[src/rtl/aes_dec_pkg.sv]
// ---------------------------------------------------------------------------
// aes_dec_pkg
// Definitions shared by the AES decryptor arbiter and its round-robin
// selector.
//   decState_e      : FSM state encoding (IDLE / BUSY / RELEASE)
//   DEFAULT_TIMEOUT : default number of BUSY cycles waited for DecRy
//   CNT_W           : width of the BUSY cycle counter
//   DATA_W          : AES block / key width
//   portOneHot()    : converts a 1-bit port index into a 2-bit one-hot vector
// ---------------------------------------------------------------------------
package aes_dec_pkg;

  typedef enum logic [1:0] {
    IDLE    = 2'd0,
    BUSY    = 2'd1,
    RELEASE = 2'd2
  } decState_e;

  localparam int DEFAULT_TIMEOUT = 255;
  localparam int CNT_W           = 9;
  localparam int DATA_W          = 128;

  function automatic logic [1:0] portOneHot(input logic idx);
    return idx ? 2'b10 : 2'b01;
  endfunction

endpackage

[src/rtl/rr_arb2.sv]
// ---------------------------------------------------------------------------
// rr_arb2
// Two-requester round-robin selector (purely combinational).
//   Req0, Req1 : request levels
//   Ptr        : index of the requester served last
//   Grant      : index of the winning requester (valid only when Valid=1)
//   Valid      : at least one request is present
// With both requests high the requester not served last wins; a single
// request wins regardless of Ptr.
// ---------------------------------------------------------------------------
module rr_arb2 (
  input  logic Req0,
  input  logic Req1,
  input  logic Ptr,
  output logic Grant,
  output logic Valid
);

  assign Valid = Req0 | Req1;
  assign Grant = (Req0 & Req1) ? ~Ptr : Req1;

endmodule

[src/rtl/aes_dec_arbiter.sv]
// ---------------------------------------------------------------------------
// aes_dec_arbiter
// Shares one AES decryptor between two requesters. A job is accepted in IDLE,
// the decryptor is enabled during BUSY until it reports ready or the cycle
// budget runs out, and RELEASE drops the enable for one cycle so the
// decryptor restarts before the next job.
//   Clk, Rst        : clock, asynchronous active-low reset
//   Req0/Req1       : level-sensitive job requests
//   CT0/CT1,Key0/1  : ciphertext and key of each requester
//   Ack0/1          : one-cycle pulse, job accepted
//   Done0/1         : one-cycle pulse, PT0/1 updated with the result
//   Err0/1          : one-cycle pulse, job timed out (PT unchanged)
//   PT0/PT1         : plaintext, held until the port's next Done
//   DecEn,DecCT,DecKey : enable and latched operands to the decryptor
//   DecRy, DecPT    : ready and plaintext from the decryptor
//   Busy            : high whenever the FSM is not in IDLE
// All outputs are registered.
// ---------------------------------------------------------------------------
module aes_dec_arbiter
  import aes_dec_pkg::*;
#(
  parameter int TIMEOUT = DEFAULT_TIMEOUT
) (
  input  logic              Clk,
  input  logic              Rst,
  input  logic              Req0,
  input  logic              Req1,
  input  logic [DATA_W-1:0] CT0,
  input  logic [DATA_W-1:0] CT1,
  input  logic [DATA_W-1:0] Key0,
  input  logic [DATA_W-1:0] Key1,
  output logic              Ack0,
  output logic              Ack1,
  output logic              Done0,
  output logic              Done1,
  output logic              Err0,
  output logic              Err1,
  output logic [DATA_W-1:0] PT0,
  output logic [DATA_W-1:0] PT1,
  output logic              DecEn,
  output logic [DATA_W-1:0] DecCT,
  output logic [DATA_W-1:0] DecKey,
  input  logic              DecRy,
  input  logic [DATA_W-1:0] DecPT,
  output logic              Busy
);

  localparam logic [CNT_W-1:0] TIMEOUT_CNT = CNT_W'(TIMEOUT);

  decState_e         stateReg,  stateNext;
  logic [CNT_W-1:0]  cntReg,    cntNext;
  logic [CNT_W-1:0]  cntInc;
  logic              ptrReg,    ptrNext;
  logic              grantReg,  grantNext;
  logic              decEnReg,  decEnNext;
  logic              busyReg,   busyNext;
  logic [1:0]        ackReg,    ackNext;
  logic [1:0]        doneReg,   doneNext;
  logic [1:0]        errReg,    errNext;
  logic [DATA_W-1:0] decCtReg,  decCtNext;
  logic [DATA_W-1:0] decKeyReg, decKeyNext;
  logic [DATA_W-1:0] pt0Reg,    pt0Next;
  logic [DATA_W-1:0] pt1Reg,    pt1Next;

  logic arbGrant;
  logic arbValid;

  rr_arb2 uArb (
    .Req0  (Req0),
    .Req1  (Req1),
    .Ptr   (ptrReg),
    .Grant (arbGrant),
    .Valid (arbValid)
  );

  assign cntInc = cntReg + CNT_W'(1);

  always_comb begin
    stateNext  = stateReg;
    cntNext    = cntReg;
    ptrNext    = ptrReg;
    grantNext  = grantReg;
    decEnNext  = decEnReg;
    ackNext    = 2'b00;
    doneNext   = 2'b00;
    errNext    = 2'b00;
    decCtNext  = decCtReg;
    decKeyNext = decKeyReg;
    pt0Next    = pt0Reg;
    pt1Next    = pt1Reg;

    case (stateReg)
      IDLE: begin
        if (arbValid) begin
          stateNext  = BUSY;
          cntNext    = '0;
          ptrNext    = arbGrant;
          grantNext  = arbGrant;
          decEnNext  = 1'b1;
          ackNext    = portOneHot(arbGrant);
          decCtNext  = arbGrant ? CT1 : CT0;
          decKeyNext = arbGrant ? Key1 : Key0;
        end
      end

      BUSY: begin
        cntNext = cntInc;
        // Ready is tested first so a result arriving on the last allowed
        // cycle is reported as Done rather than Err.
        if (DecRy) begin
          stateNext = RELEASE;
          decEnNext = 1'b0;
          doneNext  = portOneHot(grantReg);
          if (grantReg) begin
            pt1Next = DecPT;
          end else begin
            pt0Next = DecPT;
          end
        end else if (cntInc == TIMEOUT_CNT) begin
          stateNext = RELEASE;
          decEnNext = 1'b0;
          errNext   = portOneHot(grantReg);
        end
      end

      RELEASE: begin
        stateNext = IDLE;
        decEnNext = 1'b0;
      end

      default: begin
        stateNext = IDLE;
        decEnNext = 1'b0;
      end
    endcase

    busyNext = (stateNext != IDLE);
  end

  always_ff @(posedge Clk or negedge Rst) begin
    if (!Rst) begin
      stateReg  <= IDLE;
      cntReg    <= '0;
      ptrReg    <= 1'b1;   // requester 0 wins the first contention
      grantReg  <= 1'b0;
      decEnReg  <= 1'b0;
      busyReg   <= 1'b0;
      ackReg    <= 2'b00;
      doneReg   <= 2'b00;
      errReg    <= 2'b00;
      decCtReg  <= '0;
      decKeyReg <= '0;
      pt0Reg    <= '0;
      pt1Reg    <= '0;
    end else begin
      stateReg  <= stateNext;
      cntReg    <= cntNext;
      ptrReg    <= ptrNext;
      grantReg  <= grantNext;
      decEnReg  <= decEnNext;
      busyReg   <= busyNext;
      ackReg    <= ackNext;
      doneReg   <= doneNext;
      errReg    <= errNext;
      decCtReg  <= decCtNext;
      decKeyReg <= decKeyNext;
      pt0Reg    <= pt0Next;
      pt1Reg    <= pt1Next;
    end
  end

  assign Ack0   = ackReg[0];
  assign Ack1   = ackReg[1];
  assign Done0  = doneReg[0];
  assign Done1  = doneReg[1];
  assign Err0   = errReg[0];
  assign Err1   = errReg[1];
  assign PT0    = pt0Reg;
  assign PT1    = pt1Reg;
  assign DecEn  = decEnReg;
  assign DecCT  = decCtReg;
  assign DecKey = decKeyReg;
  assign Busy   = busyReg;

endmodule

[config.mk]
export PLATFORM = sky130hd
export DESIGN_NAME = aes_dec_arbiter
export DESIGN_NICKNAME = d
export VERILOG_FILES = /design/src/rtl/aes_dec_pkg.sv /design/src/rtl/rr_arb2.sv /design/src/rtl/aes_dec_arbiter.sv
export SDC_FILE = /design/constraint.sdc
export NUM_CORES = 1
export LEC_CHECK = 0
export ABC_AREA = 1
export BUFFER_PORTS_ARGS = -buffer_cell sky130_fd_sc_hd__buf_4
export CAP_MARGIN = 10
export CORE_AREA = 2 2 459 461
export DETAILED_ROUTE_END_ITERATION = 16
export DIE_AREA = 0 0 461 463
export HOLD_SLACK_MARGIN = 0.08
export PLACE_DENSITY_LB_ADDON = 0.08
export SYNTH_ARGS = -nofsm -noshare
export SYNTH_HDL_FRONTEND = slang
export SYNTH_SLANG_ARGS = --single-unit
[constraint.sdc]
create_clock -name Clk -period 1.8 [get_ports Clk]
set_input_delay 0.09 -clock Clk [delete_from_list [all_inputs] [get_ports Clk]]
set_output_delay 0.09 -clock Clk [all_outputs]
set_load 0.02 [all_outputs]
Yosys cells after proc, flatten, opt, wreduce, memory -nomap -nowiden. Cells that the tools add are included.

Register bits: 533. Input bits: 645. Word-level logic and storage cells: 52.

Eq/ne operators: 4. Reductions and logical operators: 8. Muxes and demuxes: 22. Bitwise gates (word level): 4. Add/sub/neg operators: 1.

Operator list (count): 2-to-1 mux 128 bit (2); 2-to-1 mux 2 bit (12); one-hot mux 9 bit (2 select lines) (1); adder 9 x 1 -> 9 bit (second input constant) (1); == test 9 x 8 -> 1 bit (second input constant) (1); 2-to-1 mux 9 bit (1); AND reduction 2 bit (3); AND reduction 3 bit (2); 2-to-1 mux 1 bit (4); one-hot mux 2 bit (2 select lines) (1); nonzero test 2 bit (2); != test 3 bit (second input constant) (1); == test 2 x 1 -> 1 bit (second input constant) (1); zero test 2 bit (1); != test 2 bit (second input constant) (1); NOT 1 bit (2); one-hot mux 1 bit (2 select lines) (1); AND 1 bit (1); OR 1 bit (1).

Longest topological paths before layout.
Depth in word-level cells: 6. Mapped depth: 12.

Hierarchy. A second synthesis with hierarchy kept.

Cells, all modules: 2433. Area total of the unflattened synthesis: 22532.9 um2.

By module, submodules not included: aes_dec_arbiter (cells each 2430, seq. area each 13339.0 um2, area an instance 22517.8 um2, times used 1); rr_arb2 (cells each 3, seq. area each 0.0 um2, area an instance 15.0 um2, times used 1).

Least setup slack after synthesis. OpenSTA, ideal clock, no wires.

Path kind: register to register. From: register cntReg[1]. To: register decEnReg (netlist: DecEn). Slack: 0.336 ns. Period minus slack after synthesis: 1.464 ns. Data required time: 1.680 ns. Library setup time: 0.120 ns. Arrival time: 1.344 ns. Stages on the path, launching flop included: 11. Cell sequence: dfrtp_1 ha_1 nand3_1 o21ai_0 nand2_1 nor2_1 nand3_1 nand2_1 nand2_1 nand2_1 nand2_1.

Word-level cells in the longest chain between the ends: 4.

RTL lines: start: declaration (line aes_dec_arbiter.sv:51) `logic [CNT_W-1:0] cntReg, cntNext;`; start signal: assignment (line aes_dec_arbiter.sv:157) `cntReg <= cntNext;`; adder 9 x 1 -> 9 bit (line aes_dec_arbiter.sv:76) `assign cntInc = cntReg + CNT_W'(1);`; == test 9 x 8 -> 1 bit (line aes_dec_arbiter.sv:119) `end else if (cntInc == TIMEOUT_CNT) begin`; != test 3 bit (no line); AND reduction 2 bit (no line); end signal: assignment (line aes_dec_arbiter.sv:160) `decEnReg <= decEnNext;`; end: declaration (line aes_dec_arbiter.sv:55) `logic decEnReg, decEnNext;`.

No other way between the ends. A chain may end at the register's enable or synchronous reset.

Worst setup path after layout.
From: register stateReg[1]. To: register stateReg[0].

Word-level cells in the longest chain between the ends: 2.

RTL lines: start: declaration (line aes_dec_arbiter.sv:50) `decState_e stateReg, stateNext;`; start signal: assignment (line aes_dec_arbiter.sv:156) `stateReg <= stateNext;`; == test 2 x 1 -> 1 bit / zero test 2 bit (equally long branches) (line aes_dec_arbiter.sv:92) `case (stateReg)`; one-hot mux 2 bit (2 select lines) (*) (line aes_dec_arbiter.sv:92); named net stateNext[0] (line aes_dec_arbiter.sv:50).

The timed path passes the listed nets; every way through them passes the cells marked *.

==> impl_metrics.ini <==
[layout]
nNetsFinal = 5130
mostFrequentLayoutCell = buf_4
final_cell_mix = 1,241 x buf_4, 994 x nand2_1, 811 x dlygate4sd3_1, 532 x dfrtp_1, 231 x nand3_1
area.growth.synth_to_final_pct = 110.6
fillers = 23436
drive_above_1_share = 0.3264

[yosys]
synth_nets = 3084
syn_inst = 2437
ys_ff_latch = 533
syn_area_um2 = 21750
synth.top_cell.area_share = 0.6122
ys_seq_area_frac = 0.6134
synth-edff-count = 0
yosys_warnings = 0
syn_avg_cell_area_um2 = 8.924
synth_top_area_cell = dfrtp_1
async_flop_share = 1.000
synth_ff_type = dfrtp_1
synth_cell_types = 24
synth.area.top_cells = dfrtp_1 61%, nand2_1 17%, nand3_1 5.3%

[route]
vias = 24462
drtAntennaViolNets = 0
wl_per_cell_um = 20.43
via_per_inst = 3.320
routed_wl_mm = 150.6
first_iter_violations = 1226
drt_first_pass_iters = 5
drc = 0

[clock_network]
cts_setup_buffers = 0
tritoncts = yes
clk_pin_slew_worst_paths_ps = 60
cts_buffers = 83
htree_levels = 3
clock_latency_ps = 700
clock-sinks = 533
cts-root-buf = clkbuf_16
clock_path_buffers = 3

[grt]
grt_max_degree = 83
grtUsageTotal = 0.1377
overflow = 0
grt_pass1_vias = 26442
grt_pass1_wl_mm = 209.7
antenna_found_initial = 22

[power_and_ir_drop]
power.switching_mw = 31.52
switching_share = 0.4283
power.total_mw = 73.58
comb_power_share = 0.470
vdd_drop_max_uv = 702.7
leakagePower_nw = 22.01
p_clk_frac = 0.236
power.density_nw_per_um2 = 1607
cellInternalPower_mw = 42.07
seqPwrFrac = 0.294

[floorplan]
die_w_um = 461
dieArea_um2 = 213400
start_util = 0.1043
die_h_um = 463
core_um2 = 208500
rows = 168
ios = 1165

[timing]
fin_crit_sh = 0.9343
tightest_slew_ps = 544.4
worst_slack_ps = 118.3
slew_violations = 0
finalSetupViolCount = 0
fin_worst_skew_ps = 19.93
relSlewSlack = 0.6371
setup_tns_ps = 0
max_freq_ghz = 0.5946
rsz0062_at_grt = no
finalHoldViolCount = 0
fin_crit_ps = 1682

[worst_setup_path]
critPathArrivalTime_ps = 2260
crit_type = flop to flop
end_kind = flop
crit_path_start_kind = flop
worst_ep_required_time_ps = 2380
crit_path_max_fanout = 18

[placement]
dpl_worst_slack_ps = 57.49
port_buffers = 1164
dp_hpwl_mm = 118.7
place_congestion = 0.8005

[status]
status = finished, final reports clean

[min_path]
hold_path_class = input port to flop

[flow_run]
max-cap-violations = 0
==> through the flow <==
stage	cell area, µm²	util	cells	hold slack [ps]
finish	45800	0.2196	7369	169.0
global route	45780	0.2196	7363	132.7
CTS	45750	0.2194	7354	80.07
detailed placement	34760	0.1667	6391	-6.732
global placement	34760	0.1667	6391	-21.73
floorplan	21750	-	2437	-205.6
==> power by group through the flow <==
| stage | sequential [mW] | combinational [mW] | clock (mW) |
|---|---|---|---|
| 3_5_place_dp | 21.7 | 34.1 | 0 |
| 6_report | 21.6 | 34.6 | 17.4 |
| 5_1_grt | 22.3 | 37.6 | 18.7 |
| 4_1_cts | 21.7 | 35.8 | 18.4 |
| 2_1_floorplan | 27.4 | 8.85 | 0 |
| 3_3_place_gp | 21.8 | 34.2 | 0 |
==> worst paths after layout <==
| kind | from | to | slack [ps] | cells after the start |
|---|---|---|---|---|
| worst max-delay path | stateReg[1] | stateReg[0] | 120 | 5 |
| worst min-delay path | CT1[87] | DecCT[87] | 170 | 4 |
| worst max register to register | stateReg[1] | stateReg[0] | 120 | 5 |
| worst min register to register | ptrReg | ptrReg | 470 | 2 |
| max in group asynchronous | Rst | DecKey[84] | 580 | 5 |
| min in group asynchronous | Rst | DecCT[68] | 600 | 4 |
==> metal layers <==
layer,vias to the layer above,GRT usage,wire (µm)
met5,-,0,27
met4,4,0.04237,3924
met3,152,0.03586,10170
met2,798,0.2368,73600
met1,11613,0.1664,62850
li1,11895,-,-
==> area by class of cell <==
cell class | count | area, µm² | area share
diodes | 15 | 37.54 | 0.0008196
clock buffers | 130 | 2526 | 0.05516
clock inverters | 21 | 327.8 | 0.007158
inverters | 150 | 593.1 | 0.01295
multi-input cells | 1613 | 7033 | 0.1536
flip-flops and latches | 533 | 13340 | 0.2913
well taps | 2805 | 3510 | 0.07664
repair buffers | 2102 | 18430 | 0.4024
==> synth_stat cells, types with 3 or more instances <==
cell / instances
o21ai_2: 50
buf_2: 56
o21ai_0: 197
nand3_1: 231
buf_4: 24
buf_6: 18
inv_2: 6
dfrtp_1: 532
o22ai_1: 3
clkbuf_1: 43
inv_1: 143
nor2_1: 41
nand2_1: 995
o21ai_1: 83
==> registers in the layout (all words and copies together) (netlist names) <==
name,flops
Busy,1
DecCT,128
DecEn,1
DecKey,128
PT0,128
PT1,128
ackReg,2
cntReg,9
doneReg,2
errReg,2
grantReg,1
ptrReg,1
stateReg,2
==> kinds of logic after synthesis <==
logic type / Yosys count / synth area share
buf+inv: 291 / 0.06380
compound gates: 333 / 0.08544
flops: 533 / 0.6134
xor+xnor: 1 / 0.0004028
simple gates: 1277 / 0.2358
fa+ha+maj: 2 / 0.001150
==> critical path, cell delays in order (launching register included) <==
cell	delay [ps]
dfrtp_1	450
nor3_4	70
buf_4	170
inv_8	210
dlygate4sd3_1	620
nand2_1	60
==> what timing repair did <==
action                                 in CTS  in global routing
hold buffers                              812                  0
resized for setup                           0                  3
endpoints found under the hold margin    1055                  0
setup endpoints to repair                   0                 15
No activity file was read; power rests on OpenSTA's default activity.
